`config.mk`:
```
export PLATFORM = sky130hd
export DESIGN_NAME = rf_writeback_unit_flat
export DESIGN_NICKNAME = d
export VERILOG_FILES = /design/src/rtl/rv_wb_pkg.sv /design/src/rtl/rf_writeback_unit_if.sv /design/src/rtl/wb_result_fifo.sv /design/src/rtl/rf_writeback_unit.sv /design/src/flat_wrapper.sv
export SDC_FILE = /design/constraint.sdc
export NUM_CORES = 1
export LEC_CHECK = 0
export BUFFER_PORTS_ARGS = -buffer_cell sky130_fd_sc_hd__buf_2
export CAP_MARGIN = 0
export CORE_MARGIN = 2
export CORE_UTILIZATION = 59
export CTS_CLUSTER_DIAMETER = 60
export DETAILED_ROUTE_END_ITERATION = 10
export GPL_ROUTABILITY_DRIVEN = 0
export PLACE_DENSITY = 0.82
export SYNTH_ARGS = -nofsm -noshare
export SYNTH_HDL_FRONTEND = slang
export SYNTH_SLANG_ARGS = --single-unit
```
`constraint.sdc`:
```
create_clock -name clk -period 5.1 [get_ports clk]
set_input_delay 0.51 -clock clk [delete_from_list [all_inputs] [get_ports clk]]
set_output_delay 0.51 -clock clk [all_outputs]
set_load 0.01 [all_outputs]
```
`src/rtl/rv_wb_pkg.sv`:
```
// Shared types for the integer register-file writeback path: widths, buffered result entry, hazard helpers.
package rv_wb_pkg;

    localparam int XLEN     = 32;
    localparam int REG_AW   = 5;
    localparam int NUM_REGS = 1 << REG_AW;

    typedef logic [REG_AW-1:0] reg_addr_t;
    typedef logic [XLEN-1:0]   xdata_t;

    typedef struct packed {
        reg_addr_t rd;
        xdata_t    data;
    } wb_entry_t;

    typedef enum logic [1:0] {
        HAZ_NONE = 2'b00,
        HAZ_RAW  = 2'b01,
        HAZ_WAW  = 2'b10,
        HAZ_BOTH = 2'b11
    } haz_e;

    // x0 is never a real destination.
    function automatic logic rd_live(input reg_addr_t rd);
        return rd != '0;
    endfunction

    function automatic logic src_stall(input logic busy, input logic fwd_hit);
        return busy & ~fwd_hit;
    endfunction

    function automatic haz_e haz_encode(input logic raw, input logic waw);
        return haz_e'({waw, raw});
    endfunction

endpackage

```
`src/rtl/rf_writeback_unit_if.sv`:
```
// Core-facing bundle of the writeback unit: ALU/issue/MUL-DIV inputs, RF write port, hazards.
// Forwarding outputs exist only when RF_WB_FWD_EN is defined.
interface rf_writeback_unit_if;
    import rv_wb_pkg::*;

    logic      alu_we_i;
    reg_addr_t alu_rd_i;
    xdata_t    alu_data_i;
    logic      issue_i;
    reg_addr_t issue_rd_i;
    logic      md_valid_i;
    logic      md_ready_o;
    reg_addr_t md_rd_i;
    xdata_t    md_data_i;
    reg_addr_t rs1_addr_i;
    reg_addr_t rs2_addr_i;
    logic      raw_hazard_o;
    logic      waw_hazard_o;
    logic      rf_we_o;
    reg_addr_t rf_rd_o;
    xdata_t    rf_data_o;
`ifdef RF_WB_FWD_EN
    logic      fwd_rs1_valid_o;
    xdata_t    fwd_rs1_data_o;
    logic      fwd_rs2_valid_o;
    xdata_t    fwd_rs2_data_o;
`endif

    modport slave (
        input  alu_we_i, alu_rd_i, alu_data_i, issue_i, issue_rd_i,
               md_valid_i, md_rd_i, md_data_i, rs1_addr_i, rs2_addr_i,
        output md_ready_o, raw_hazard_o, waw_hazard_o, rf_we_o, rf_rd_o, rf_data_o
`ifdef RF_WB_FWD_EN
        , output fwd_rs1_valid_o, fwd_rs1_data_o, fwd_rs2_valid_o, fwd_rs2_data_o
`endif
    );

    modport master (
        output alu_we_i, alu_rd_i, alu_data_i, issue_i, issue_rd_i,
               md_valid_i, md_rd_i, md_data_i, rs1_addr_i, rs2_addr_i,
        input  md_ready_o, raw_hazard_o, waw_hazard_o, rf_we_o, rf_rd_o, rf_data_o
`ifdef RF_WB_FWD_EN
        , input fwd_rs1_valid_o, fwd_rs1_data_o, fwd_rs2_valid_o, fwd_rs2_data_o
`endif
    );

endinterface

```
`src/rtl/wb_result_fifo.sv`:
```
// Small FIFO of buffered MUL/DIV results; write-to-read latency 1 cycle, push ignored when full.
// Also exposes every entry oldest-first so the top can forward the youngest match.
module wb_result_fifo
    import rv_wb_pkg::*;
#(
    parameter int DEPTH = 2
) (
    input  logic      clk,
    input  logic      reset_ni,
    input  logic      push,
    input  wb_entry_t push_entry,
    input  logic      pop,
    output wb_entry_t head,
    output logic      full,
    output logic      empty,
    output wb_entry_t vis_entry [DEPTH],
    output logic [DEPTH-1:0] vis_valid
);

    localparam int PW = $clog2(DEPTH);

    // One extra pointer bit distinguishes full from empty.
    logic [PW:0] wr_ptr;
    logic [PW:0] rd_ptr;
    logic [PW:0] count;
    wb_entry_t   mem [DEPTH];

    assign count = wr_ptr - rd_ptr;
    assign empty = (count == '0);
    assign full  = (count == (PW+1)'(DEPTH));
    assign head  = mem[rd_ptr[PW-1:0]];

    always_ff @(posedge clk or negedge reset_ni) begin
        if (!reset_ni) begin
            wr_ptr <= '0;
            rd_ptr <= '0;
        end else begin
            if (push && !full) wr_ptr <= wr_ptr + 1'b1;
            if (pop && !empty) rd_ptr <= rd_ptr + 1'b1;
        end
    end

    always_ff @(posedge clk) begin
        if (push && !full) mem[wr_ptr[PW-1:0]] <= push_entry;
    end

    for (genvar g = 0; g < DEPTH; g++) begin : g_vis
        logic [PW-1:0] idx;
        assign idx          = rd_ptr[PW-1:0] + PW'(g);
        assign vis_entry[g] = mem[idx];
        assign vis_valid[g] = ((PW+1)'(g) < count);
    end

endmodule

```
`src/rtl/rf_writeback_unit.sv`:
```
// Merges ALU and buffered MUL/DIV results onto the single RF write port (ALU zero latency, MUL/DIV >=1 cycle),
// backpressures MUL/DIV via md_ready_o, tracks busy rds for hazards. RF_WB_FWD_EN adds buffered-result forwarding.
module rf_writeback_unit
    import rv_wb_pkg::*;
#(
    parameter int FIFO_DEPTH = 2
) (
    input logic clk,
    input logic reset_ni,
    rf_writeback_unit_if.slave bus
);

    logic                alu_eff;
    logic                fifo_push;
    logic                fifo_pop;
    logic                fifo_full;
    logic                fifo_empty;
    wb_entry_t           fifo_head;
    wb_entry_t           push_entry;
    logic [NUM_REGS-1:0] busy_q;
    logic [NUM_REGS-1:0] busy_d;
    logic                fwd1_hit;
    logic                fwd2_hit;
    logic                raw;
    logic                waw;
    haz_e                haz;

    assign alu_eff    = bus.alu_we_i & rd_live(bus.alu_rd_i);
    assign fifo_pop   = ~alu_eff & ~fifo_empty;
    // Results for x0 are handshaken but dropped.
    assign fifo_push  = bus.md_valid_i & ~fifo_full & rd_live(bus.md_rd_i);
    assign push_entry = '{rd: bus.md_rd_i, data: bus.md_data_i};
    assign bus.md_ready_o = ~fifo_full;

`ifdef RF_WB_FWD_EN
    wb_entry_t             vis_entry [FIFO_DEPTH];
    logic [FIFO_DEPTH-1:0] vis_valid;
`endif

    wb_result_fifo #(.DEPTH(FIFO_DEPTH)) u_fifo (
        .clk        (clk),
        .reset_ni   (reset_ni),
        .push       (fifo_push),
        .push_entry (push_entry),
        .pop        (fifo_pop),
        .head       (fifo_head),
        .full       (fifo_full),
        .empty      (fifo_empty),
`ifdef RF_WB_FWD_EN
        .vis_entry  (vis_entry),
        .vis_valid  (vis_valid)
`else
        .vis_entry  (),
        .vis_valid  ()
`endif
    );

    always_comb begin
        bus.rf_we_o   = 1'b0;
        bus.rf_rd_o   = '0;
        bus.rf_data_o = '0;
        if (reset_ni) begin
            if (alu_eff) begin
                bus.rf_we_o   = 1'b1;
                bus.rf_rd_o   = bus.alu_rd_i;
                bus.rf_data_o = bus.alu_data_i;
            end else if (!fifo_empty) begin
                bus.rf_we_o   = 1'b1;
                bus.rf_rd_o   = fifo_head.rd;
                bus.rf_data_o = fifo_head.data;
            end
        end
    end

    // Clear first so a same-cycle issue to the retiring rd keeps it busy.
    always_comb begin
        busy_d = busy_q;
        if (fifo_pop) busy_d[fifo_head.rd] = 1'b0;
        if (bus.issue_i && rd_live(bus.issue_rd_i)) busy_d[bus.issue_rd_i] = 1'b1;
        busy_d[0] = 1'b0;
    end

    always_ff @(posedge clk or negedge reset_ni) begin
        if (!reset_ni) busy_q <= '0;
        else           busy_q <= busy_d;
    end

`ifdef RF_WB_FWD_EN
    xdata_t fwd1_dat;
    xdata_t fwd2_dat;

    // Later (younger) entries override older matches.
    always_comb begin
        fwd1_hit = 1'b0;
        fwd1_dat = '0;
        fwd2_hit = 1'b0;
        fwd2_dat = '0;
        for (int i = 0; i < FIFO_DEPTH; i++) begin
            if (vis_valid[i] && rd_live(bus.rs1_addr_i) && vis_entry[i].rd == bus.rs1_addr_i) begin
                fwd1_hit = 1'b1;
                fwd1_dat = vis_entry[i].data;
            end
            if (vis_valid[i] && rd_live(bus.rs2_addr_i) && vis_entry[i].rd == bus.rs2_addr_i) begin
                fwd2_hit = 1'b1;
                fwd2_dat = vis_entry[i].data;
            end
        end
    end

    assign bus.fwd_rs1_valid_o = fwd1_hit;
    assign bus.fwd_rs1_data_o  = fwd1_dat;
    assign bus.fwd_rs2_valid_o = fwd2_hit;
    assign bus.fwd_rs2_data_o  = fwd2_dat;
`else
    assign fwd1_hit = 1'b0;
    assign fwd2_hit = 1'b0;
`endif

    assign raw = src_stall(busy_q[bus.rs1_addr_i], fwd1_hit)
               | src_stall(busy_q[bus.rs2_addr_i], fwd2_hit);
    assign waw = (bus.issue_i & busy_q[bus.issue_rd_i])
               | (bus.alu_we_i & busy_q[bus.alu_rd_i]);
    assign haz = haz_encode(raw, waw);

    assign bus.raw_hazard_o = haz[0];
    assign bus.waw_hazard_o = haz[1];

    // Issuing to a busy rd is only tolerated when that rd retires in the same cycle.
    issue_to_busy_a: assert property (@(posedge clk) disable iff (!reset_ni)
        (bus.issue_i && rd_live(bus.issue_rd_i) && busy_q[bus.issue_rd_i])
        |-> (fifo_pop && fifo_head.rd == bus.issue_rd_i));

endmodule

```
`src/flat_wrapper.sv`:
```
// flat-port wrapper written by rule: the top's interface ports become plain ports
module rf_writeback_unit_flat import rv_wb_pkg::*;
#(
    parameter int FIFO_DEPTH = 2
)
  (clk, reset_ni, bus_alu_we_i, bus_alu_rd_i, bus_alu_data_i, bus_issue_i, bus_issue_rd_i, bus_md_valid_i, bus_md_rd_i, bus_md_data_i, bus_rs1_addr_i, bus_rs2_addr_i, bus_md_ready_o, bus_raw_hazard_o, bus_waw_hazard_o, bus_rf_we_o, bus_rf_rd_o, bus_rf_data_o);
  rf_writeback_unit_if bus_i ();
  input logic clk;
  input logic reset_ni;
  input wire logic [$bits(bus_i.alu_we_i)-1:0] bus_alu_we_i;
  input wire logic [$bits(bus_i.alu_rd_i)-1:0] bus_alu_rd_i;
  input wire logic [$bits(bus_i.alu_data_i)-1:0] bus_alu_data_i;
  input wire logic [$bits(bus_i.issue_i)-1:0] bus_issue_i;
  input wire logic [$bits(bus_i.issue_rd_i)-1:0] bus_issue_rd_i;
  input wire logic [$bits(bus_i.md_valid_i)-1:0] bus_md_valid_i;
  input wire logic [$bits(bus_i.md_rd_i)-1:0] bus_md_rd_i;
  input wire logic [$bits(bus_i.md_data_i)-1:0] bus_md_data_i;
  input wire logic [$bits(bus_i.rs1_addr_i)-1:0] bus_rs1_addr_i;
  input wire logic [$bits(bus_i.rs2_addr_i)-1:0] bus_rs2_addr_i;
  output wire logic [$bits(bus_i.md_ready_o)-1:0] bus_md_ready_o;
  output wire logic [$bits(bus_i.raw_hazard_o)-1:0] bus_raw_hazard_o;
  output wire logic [$bits(bus_i.waw_hazard_o)-1:0] bus_waw_hazard_o;
  output wire logic [$bits(bus_i.rf_we_o)-1:0] bus_rf_we_o;
  output wire logic [$bits(bus_i.rf_rd_o)-1:0] bus_rf_rd_o;
  output wire logic [$bits(bus_i.rf_data_o)-1:0] bus_rf_data_o;
  assign bus_i.alu_we_i = bus_alu_we_i;
  assign bus_i.alu_rd_i = bus_alu_rd_i;
  assign bus_i.alu_data_i = bus_alu_data_i;
  assign bus_i.issue_i = bus_issue_i;
  assign bus_i.issue_rd_i = bus_issue_rd_i;
  assign bus_i.md_valid_i = bus_md_valid_i;
  assign bus_i.md_rd_i = bus_md_rd_i;
  assign bus_i.md_data_i = bus_md_data_i;
  assign bus_i.rs1_addr_i = bus_rs1_addr_i;
  assign bus_i.rs2_addr_i = bus_rs2_addr_i;
  assign bus_md_ready_o = bus_i.md_ready_o;
  assign bus_raw_hazard_o = bus_i.raw_hazard_o;
  assign bus_waw_hazard_o = bus_i.waw_hazard_o;
  assign bus_rf_we_o = bus_i.rf_we_o;
  assign bus_rf_rd_o = bus_i.rf_rd_o;
  assign bus_rf_data_o = bus_i.rf_data_o;
  rf_writeback_unit #(.FIFO_DEPTH(FIFO_DEPTH)) u_core (.clk(clk), .reset_ni(reset_ni), .bus(bus_i));
endmodule
```
==> results.py, run 1 <==
metrics = {
    "sta": {
        "slew_viol_final": 0,
        "relSlewSlack": 0.2166,
        "grt_setup_unrepaired": "false",
        "setup-tns-final_ns": 0,
        "fin_crit_ns": 3.344,
        "fin_crit_sh": 0.6557,
        "max_freq_mhz": 299.0,
        "skew_ns": 0.01063,
        "hold_viol_final": 0,
        "tightest_slew_ns": 1.172,
        "setup_violations": 0,
        "whs_ns": 0.2255,
    },
    "yosys": {
        "yosysSeqAreaShare": 0.5197,
        "synth.avg_cell_area_um2": 12.63,
        "synth-seq-cells": 109,
        "postSynthCellCount": 472,
        "yosysWarnings": 0,
        "syn_nets": 566,
        "ys_types": 45,
        "synth-edff-count": 74,
        "syn_area_um2": 5961,
        "dominantRegCellSynth": "edfxtp_1",
        "async_reset_ff_frac": 0.3211,
    },
    "clock_tree": {
        "postCtsHoldBufs": 0,
        "cts_tree": "built",
        "cts_buffers": 9,
        "clkSinkCount": 109,
        "cts_resized": 0,
        "htree_levels": 3,
        "post_cts_buffers": 0,
        "clk_pin_slew_worst_paths_ns": 0.09,
        "root_buffer": "clkbuf_8",
        "cts_max_path_buffers": 2,
        "clock_latency_ns": 0.37,
    },
    "place": {
        "dp.cells": 709,
        "placed_area_um2": 6635,
        "place.port_buffers": 134,
        "dp_hpwl_um": 10350,
    },
    "hold_path": {
        "min-delay-path-class": "in -> async",
    },
    "critical_path": {
        "start_kind": "flop",
        "critPathRequiredTime_ns": 4.59,
        "critical_path_class": "reg -> out",
        "r2r-start": "u_core.u_fifo.rd_ptr[0]",
        "timing.rr.end": "u_core.busy_q[13]",
        "rr_worst_depth": 5,
        "crit_path_max_fanout": 22,
        "worst_ep_arrival_time_ns": 2.83,
        "rrSetupSlack_ns": 2.63,
        "end_kind": "output pin",
    },
    "drt": {
        "wl_met3_um": 1280,
        "vias": 4534,
        "via_per_inst": 6.245,
        "top_layer_used": "met4",
        "drc": 0,
        "wl_um": 14400,
        "ant_nets": 0,
        "wl_met2_um": 7141,
        "drt-pass1-iter-count": 5,
        "drt_iter0_drc": 455,
        "wire_per_inst_um": 19.83,
        "wl_met1_um": 5546,
    },
    "die": {
        "die_y_um": 104.5,
        "io_pins": 135,
        "dieArea_um2": 10920,
        "core-area_um2": 9774,
        "start_util": 0.6098,
        "row_count": 36,
        "die_w_um": 104.5,
    },
    "final_layout": {
        "final_area_um2": 6807,
        "syn_to_final_growth_pct": 14.19,
        "final_util": 0.6964,
        "fin_cells": 726,
        "num-fill-cells": 750,
        "layout.area.seq_um2": 3099,
        "drive_gt1_frac": 0.3361,
        "multiInputGateArea_um2": 2665,
        "final_nets": 681,
    },
    "global_routing": {
        "grt_max_degree": 52,
        "grt.total_usage": 0.2702,
        "grt_overflow": 0,
        "antenna_found_initial": 1,
        "first_global_vias": 4639,
        "grt_pass1_wl_um": 23040,
    },
    "run_status": {
        "status": "finished clean",
    },
    "power_and_ir_drop": {
        "power_density_nw_per_um2": 518.2,
        "power.static_leakage_nw": 2.712,
        "ir_drop_v": 0.0004324,
    },
    "job": {
        "drv_cap": 0,
    },
}
metrics by stage:
| step | setup WS [ns] | power, mW |
|---|---|---|
| 2_1_floorplan | 2.108 | 2.582 |
| 3_3_place_gp | 1.891 | 2.985 |
| 3_5_place_dp | 1.878 | 3.056 |
| 4_1_cts | 1.753 | 3.515 |
| 5_1_grt | 1.576 | 3.739 |
| 6_report | 1.756 | 3.527 |
layer usage:
layer	global-route usage	up-vias
met5	0	-
met4	0.1158	0
met3	0.06579	40
met2	0.4542	245
met1	0.3340	2198
li1	-	2051
power breakdown:
group / total [mW] / switching [mW] / internal (mW)
clock: 0.469 / 0.275 / 0.193
combinational: 1.51 / 0.846 / 0.664
sequential: 1.55 / 0.247 / 1.30
total: 3.53 / 1.37 / 2.16
kinds of logic after synthesis:
logic type | share of synthesized area
compound gates | 0.1050
xor+xnor | 0.008818
buf+inv | 0.03610
flops | 0.5197
mux | 0.2173
simple gates | 0.1131
registers in the layout, indices dropped and copies added (netlist names):
name / cells
u_core.busy_q: 31
u_core.u_fifo.mem: 74
u_core.u_fifo.rd_ptr: 2
u_core.u_fifo.wr_ptr: 2
worst max-delay path: stages, from the launching register on:
cell,delay [ns]
dfrtp_1,0.46
xnor2_1,0.23
nor2b_2,0.73
buf_4,0.40
nor2_1,0.14
a22o_1,0.22
and2_1,0.15
buf_2,0.13
synthesized netlist by cell type, types with 2 or more instances:
cell	instances	area share
clkbuf_8	5	0.012
nor2_1	6	0.0038
o31ai_1	6	0.0076
nor2b_1	36	0.038
mux2i_1	48	0.081
nand3_1	8	0.0067
nand2_1	17	0.011
clkbuf_1	22	0.014
a21boi_0	2	0.0025
a21oi_1	34	0.029
mux4_1	4	0.018
and2_1	4	0.0042
mux4_2	28	0.11
and2b_2	3	0.0044
xor2_1	3	0.0044
mux2_2	7	0.013
or3_1	2	0.0021
edfxtp_1	74	0.37
a22o_1	2	0.0029
buf_1	2	0.0013
xnor2_1	3	0.0044
or2_2	2	0.0021
nor3_1	33	0.028
nand2b_1	3	0.0031
nand4_1	5	0.0052
o21ai_0	59	0.050
dfrtp_1	35	0.15
buf_6	2	0.0038
placed cells by master (no fill, tap or decap), drive strengths merged, types with 2 or more instances in the layout:
cell type / instances
nand4: 5
mux4: 32
nand3: 8
nor2: 6
mux2i: 48
nand2b: 3
edfxtp: 74
xnor2: 3
mux2: 7
o21ai: 59
clkbuf: 13
nand2: 17
buf: 138
o31ai: 6
xor2: 3
and2b: 3
dfrtp: 35
or3: 3
or2: 2
a22o: 2
inv: 3
nor2b: 36
nor3: 33
a21boi: 2
and2: 5
a21oi: 34
worst max-delay path by stage:
| stage | startpoint | to |
|---|---|---|
| 3_5_place_dp | bus_alu_rd_i[1] | bus_rf_rd_o[3] |
| 6_report | u_core.u_fifo.wr_ptr[0] | bus_rf_rd_o[4] |
| 3_3_place_gp | bus_alu_rd_i[1] | bus_rf_rd_o[3] |
| 4_1_cts | u_core.u_fifo.wr_ptr[0] | bus_rf_rd_o[4] |
| 2_1_floorplan | u_core.u_fifo.rd_ptr[0] | u_core.u_fifo.mem[1][0] |
| 5_1_grt | u_core.u_fifo.wr_ptr[0] | bus_rf_rd_o[4] |
final cells by class:
class,instances,area share
antenna,1,0.0003676
inverter,1,0.0005515
multi-input combinational,328,0.3915
clock buffer,13,0.02188
timing repair buffer,138,0.1029
clock inverter,3,0.002941
sequential,109,0.4553
tap,133,0.02445
No activity file was read; power rests on OpenSTA's default activity.
==> run 2, diff against run 1 <==
--- a/config.mk
+++ b/config.mk
@@ -8,11 +8,11 @@
 export BUFFER_PORTS_ARGS = -buffer_cell sky130_fd_sc_hd__buf_2
 export CAP_MARGIN = 0
 export CORE_MARGIN = 2
-export CORE_UTILIZATION = 59
+export CORE_UTILIZATION = 49
 export CTS_CLUSTER_DIAMETER = 60
 export DETAILED_ROUTE_END_ITERATION = 10
 export GPL_ROUTABILITY_DRIVEN = 0
-export PLACE_DENSITY = 0.82
+export PLACE_DENSITY = 0.72
 export SYNTH_ARGS = -nofsm -noshare
 export SYNTH_HDL_FRONTEND = slang
 export SYNTH_SLANG_ARGS = --single-unit
==> constraint.sdc (replaced) <==
create_clock -name clk -period 2.68 [get_ports clk]
set_input_delay 0.268 -clock clk [delete_from_list [all_inputs] [get_ports clk]]
set_output_delay 0.268 -clock clk [all_outputs]
set_load 0.01 [all_outputs]
==> run 2 against run 1 <==
  * Largest cell class unchanged
  * Setup slack got worse by 1.7 ns
  * Critical path type unchanged
  * Critical endpoint is now bus_waw_hazard_o
  * Global-route usage down 3.5 points
  * Non-clock buffer count rose by 6
  * Register-to-register slack worse by 2.3 ns
  * Critical path depth shrank 2
  * Largest power group unchanged
  * Utilization fell by 11 points
  * Clock power rose to 2.7 times the previous value
  * Via count decreased by 1.3%
  * Clock-buffer cell count fell by 4
  * Wire length up 3.6%
==> results.py, run 2 (synthesized netlist as in run 1, its figures left out) <==
metrics = {
    "power_and_ir_drop": {
        "p_sw_frac": 0.3804,
        "seqPwrFrac": 0.414,
        "combPwrFrac": 0.408,
        "power.static_leakage_nw": 2.788,
        "report.power.total_mw": 7.144,
        "power_density_nw_per_um2": 1023,
        "power_frac_clock": 0.178,
        "ir_drop_v": 0.0004948,
        "p_int_mw": 4.426,
        "netSwitchingPower_mw": 2.718,
    },
    "global_routing": {
        "grt.total_usage": 0.2351,
        "grt_pass1_wl_um": 23650,
        "grt_max_degree": 41,
        "first_global_vias": 4504,
        "grt_overflow": 0,
        "antenna_found_initial": 1,
    },
    "sta": {
        "max_freq_mhz": 386.6,
        "grt_setup_unrepaired": "false",
        "slew_viol_final": 0,
        "tightest_slew_ns": 1.138,
        "skew_ns": 0.007039,
        "fin_crit_ns": 2.587,
        "hold_viol_final": 0,
        "setup_violations": 0,
        "fin_crit_sh": 0.9651,
        "setup-tns-final_ns": 0,
        "relSlewSlack": 0.2393,
    },
    "die": {
        "io_pins": 135,
        "die_y_um": 114.3,
        "row_count": 40,
        "core-area_um2": 11960,
        "die_w_um": 114.3,
        "dieArea_um2": 13060,
        "start_util": 0.4983,
    },
    "clock_tree": {
        "clk_pin_slew_worst_paths_ns": 0.08,
        "clock_latency_ns": 0.34,
        "cts_tree": "built",
        "post_cts_buffers": 0,
        "postCtsHoldBufs": 0,
        "cts_resized": 0,
        "cts_max_path_buffers": 2,
        "root_buffer": "clkbuf_16",
        "cts_buffers": 9,
        "clkSinkCount": 109,
        "htree_levels": 3,
    },
    "final_layout": {
        "final_nets": 687,
        "drive_gt1_frac": 0.3478,
        "final_cell_mix": "134 x buf_2, 74 x edfxtp_1, 59 x o21ai_0, 48 x mux2i_1, 35 x nor2b_1",
        "diodes": 0,
        "syn_to_final_growth_pct": 17.15,
        "num-fill-cells": 975,
        "final_area_um2": 6983,
        "final_common_cell": "buf_2",
        "largest_reg_flops": 74,
    },
    "drt": {
        "drt-pass1-iter-count": 5,
        "vias": 4475,
        "drc": 0,
        "wire_per_inst_um": 20.01,
        "ant_nets": 0,
        "via_per_inst": 6.007,
        "drt_iter0_drc": 336,
        "wl_um": 14910,
    },
    "hold_path": {
        "min-delay-path-class": "in -> reg",
    },
    "place": {
        "placed_area_um2": 6698,
        "dp_hpwl_um": 10640,
        "place.port_buffers": 134,
    },
    "run_status": {
        "status": "finished clean",
    },
    "critical_path": {
        "start_kind": "flop",
        "worst_ep_arrival_time_ns": 2.32,
        "end_kind": "output pin",
        "critPathRequiredTime_ns": 2.41,
        "critical_path_class": "reg -> out",
        "crit_path_max_fanout": 5,
    },
    "job": {
        "drv_cap": 0,
    },
}
-- run 2: cell types whose count changed in the layout (fill, tap and decap cells not counted), sizes merged --
cell,previous run,this run
buf,138,144
clkbuf,13,9
clkinv,1,3
clkinvlp,0,2
diode,1,0
-- run 2: layout make-up --
type                    instances  area (um2)  share of cell area
flip-flops and latches        109        3099              0.4438
clock inverters                 7       60.06            0.008601
repair buffers                144       745.7              0.1068
clock buffers                   9       225.2             0.03225
well taps                     147       183.9             0.02634
inverters                       1       3.754           0.0005375
multi-input cells             328        2665              0.3817
-- run 2: per-layer routing --
layer | wire length [um] | part of all wire | vias up | track usage
met5 | 13 | 0.00087 | - | 0
met4 | 369 | 0.025 | 2 | 0.09268
met3 | 1058 | 0.071 | 32 | 0.03547
met2 | 7430 | 0.50 | 223 | 0.4063
met1 | 6037 | 0.40 | 2141 | 0.2996
li1 | - | - | 2077 | -
-- run 2: worst max-delay path: stages (launching register included) --
cell      delay (ns)
dfrtp_1         0.46
mux4_1          0.52
mux4_2          0.45
nand2b_1        0.16
a32o_1          0.26
buf_2           0.14
-- run 2: path summary, 6_finish.rpt --
path / start / end / slack [ns] / depth (start not counted)
hold / removal: bus_md_data_i[20] / u_core.u_fifo.mem[1][20] / 0.11 / 1
max in group asynchronous: reset_ni / u_core.u_fifo.rd_ptr[0] / 1.91 / 2
setup / recovery: u_core.busy_q[25] / bus_waw_hazard_o / 0.09 / 5
min in group asynchronous: reset_ni / u_core.busy_q[25] / 0.42 / 2
setup reg to reg: u_core.u_fifo.rd_ptr[0] / u_core.busy_q[1] / 0.35 / 6
hold reg to reg: u_core.u_fifo.wr_ptr[1] / u_core.u_fifo.wr_ptr[1] / 0.49 / 1
-- run 2: power groups by stage --
stage | sequential [mW] | combinational, mW | clock, mW
CTS | 2.93 | 2.94 | 1.28
finish | 2.95 | 2.92 | 1.27
detailed placement | 2.97 | 2.91 | 0
global route | 3.01 | 3.19 | 1.37
global placement | 2.92 | 2.85 | 0
floorplan | 2.76 | 2.15 | 0
-- run 2: metrics by stage --
step                      setup slack [ns]  hold slack [ns]  instances    util
final                              0.09342           0.1108        745  0.5838
after global routing              0.004261          0.09703        745  0.5838
after CTS                           0.1027           0.1035        745  0.5838
after detailed placement            0.2524           0.4590        729  0.5599
after global placement              0.2990           0.4565        729  0.5599
after floorplan                     0.2944         -0.02759        472       -
==> run 3, diff against run 2 <==
--- a/config.mk
+++ b/config.mk
@@ -6,7 +6,8 @@
 export NUM_CORES = 1
 export LEC_CHECK = 0
 export BUFFER_PORTS_ARGS = -buffer_cell sky130_fd_sc_hd__buf_2
-export CAP_MARGIN = 0
+export CAP_MARGIN = 20
+export CORE_ASPECT_RATIO = 2
 export CORE_MARGIN = 2
 export CORE_UTILIZATION = 49
 export CTS_CLUSTER_DIAMETER = 60
==> run 3 against run 2 <==
  * Total power fell by 0.84%
  * Setup slack improved by 0.016 ns
  * Non-clock buffer count rose by 7
  * Via count fell by 0.72%
  * Critical endpoint unchanged
  * Highest routed layer is now met4
==> results.py, run 3 (synthesized netlist as in run 1, its figures left out) <==
metrics = {
    "run_status": {
        "status": "finished clean",
    },
    "critical_path": {
        "critPathRequiredTime_ns": 2.41,
        "critical_path.max_stage_delay_ns": 0.51,
        "crit_path_max_fanout": 5,
        "r2r-start": "u_core.u_fifo.rd_ptr[0]",
        "rrSetupSlack_ns": 0.56,
        "worst_ep_arrival_time_ns": 2.30,
        "critical_path.cell_chain": "mux4_1 > mux4_2 > nand2b_1 > a32o_1 > buf_2",
        "slowest_stage": "mux4_1",
        "start_kind": "flop",
        "end_kind": "output pin",
        "rr_worst_depth": 5,
        "crit_start": "u_core.busy_q[21]",
        "timing.rr.end": "u_core.u_fifo.mem[1][32]",
        "critical_path_class": "reg -> out",
    },
    "drt": {
        "wl_met1_um": 5554,
        "vias": 4443,
        "wl_met3_um": 1095,
        "drc": 0,
        "ant_nets": 0,
        "top_layer_used": "met4",
        "wl_um": 13400,
        "drt_iter0_drc": 336,
        "wire_per_inst_um": 17.82,
        "via_per_inst": 5.908,
        "drt-pass1-iter-count": 5,
        "wl_met2_um": 6587,
    },
    "clock_tree": {
        "clkSinkCount": 109,
        "cts_max_path_buffers": 2,
        "clock_latency_ns": 0.34,
        "htree_levels": 3,
        "cts_tree": "built",
        "root_buffer": "clkbuf_16",
        "clk_pin_slew_worst_paths_ns": 0.07,
        "cts_buffers": 9,
    },
    "final_layout": {
        "layout.area.seq_um2": 3099,
        "num-fill-cells": 1019,
        "final_common_cell": "buf_2",
        "final_nets": 694,
        "largest_reg_flops": 74,
        "final_cell_mix": "134 x buf_2, 74 x edfxtp_1, 59 x o21ai_0, 48 x mux2i_1, 35 x nor2b_1",
        "fin_cells": 752,
        "drive_gt1_frac": 0.3521,
        "final_area_um2": 7047,
        "final_util": 0.5881,
        "multiInputGateArea_um2": 2665,
        "syn_to_final_growth_pct": 18.22,
        "diodes": 0,
    },
    "place": {
        "placed_area_um2": 6755,
        "place.port_buffers": 134,
        "dp_hpwl_um": 9897,
        "preCtsSetupSlack_ns": 0.2747,
        "dp.cells": 735,
    },
    "job": {
        "drv_cap": 0,
    },
    "sta": {
        "fin_crit_ns": 2.570,
        "whs_ns": 0.1109,
        "tightest_slew_ns": 0.6067,
        "slew_viol_final": 0,
        "max_freq_mhz": 389.1,
        "final.setup.worst_slack_ns": 0.1098,
        "relSlewSlack": 0.5839,
        "setup_violations": 0,
        "skew_ns": 0.008465,
        "fin_crit_sh": 0.9590,
        "hold_viol_final": 0,
        "grt_setup_unrepaired": "false",
        "setup-tns-final_ns": 0,
    },
    "die": {
        "row_count": 57,
        "io_pins": 135,
        "start_util": 0.4975,
        "die_w_um": 81.99,
        "dieArea_um2": 13120,
        "core-area_um2": 11980,
        "die_y_um": 160.0,
    },
    "hold_path": {
        "min_delay_worst_endpoint": "u_core.u_fifo.mem[1][13]",
        "min_from": "bus_md_data_i[13]",
        "min-delay-path-class": "in -> reg",
        "holdPathStages": 1,
    },
    "power_and_ir_drop": {
        "power_density_nw_per_um2": 1005,
        "power.static_leakage_nw": 2.823,
        "ir_drop_v": 0.0007283,
        "report.power.total_mw": 7.084,
    },
    "global_routing": {
        "grt.total_usage": 0.2110,
        "first_global_vias": 4173,
        "grt_overflow": 0,
        "grt_pass1_wl_um": 20980,
        "antenna_found_initial": 0,
        "grt_max_degree": 45,
    },
}
-- run 3: cell count changes in the layout (fill, tap and decap cells not counted), sizes merged --
cell	previous run	this run
buf	144	150
clkbuf	9	10
clkinv	3	1
dlygate4sd3	0	1
inv	3	4
-- run 3: worst max-delay path: cells and delay by family (launching register included) --
kind                   cells  cell delay, ns
flip-flops                 1            0.44
buffers and inverters      1            0.14
multiplexers               2            0.98
AO/OA/AOI/OAI              1            0.24
AND/OR/NAND/NOR            1            0.16
-- run 3: timing repair --
item / 4_1_cts / 5_1_grt
endpoints found under the hold margin: 4 / 0
buffers inserted: 0 / 0
endpoints found under the setup margin: 0 / 1
resized for setup: 0 / 1
hold buffers: 1 / 0
-- run 3: layout make-up --
type                    count  share of cell area
clock buffers              10             0.03249
flip-flops and latches    109              0.4398
inverters                   1           0.0005327
repair buffers            151              0.1154
multi-input cells         328              0.3782
clock inverters             6            0.007457
well taps                 147             0.02610
-- run 3: worst max-delay path by stage --
stage / endpoint / slack [ns] / cells past startpoint
finish: bus_waw_hazard_o / 0.11 / 5
floorplan: u_core.u_fifo.mem[1][0] / 0.29 / 5
global placement: bus_rf_data_o[26] / 0.29 / 8
global route: bus_waw_hazard_o / 0.04 / 6
CTS: bus_waw_hazard_o / 0.05 / 6
detailed placement: bus_rf_data_o[26] / 0.27 / 8
-- run 3: per-layer routing --
metal | vias up | global-route usage
met3 | 15 | 0.04181
met4 | 0 | 0.05909
met1 | 2147 | 0.2980
met5 | - | 0
met2 | 199 | 0.3322
li1 | 2082 | -
-- run 3: where the power goes --
group	leakage (nW)	switching (mW)	internal, mW	total (mW)
Sequential	1.11	0.484	2.47	2.95
Clock	0.132	0.586	0.645	1.23
Combinational	1.58	1.55	1.35	2.90
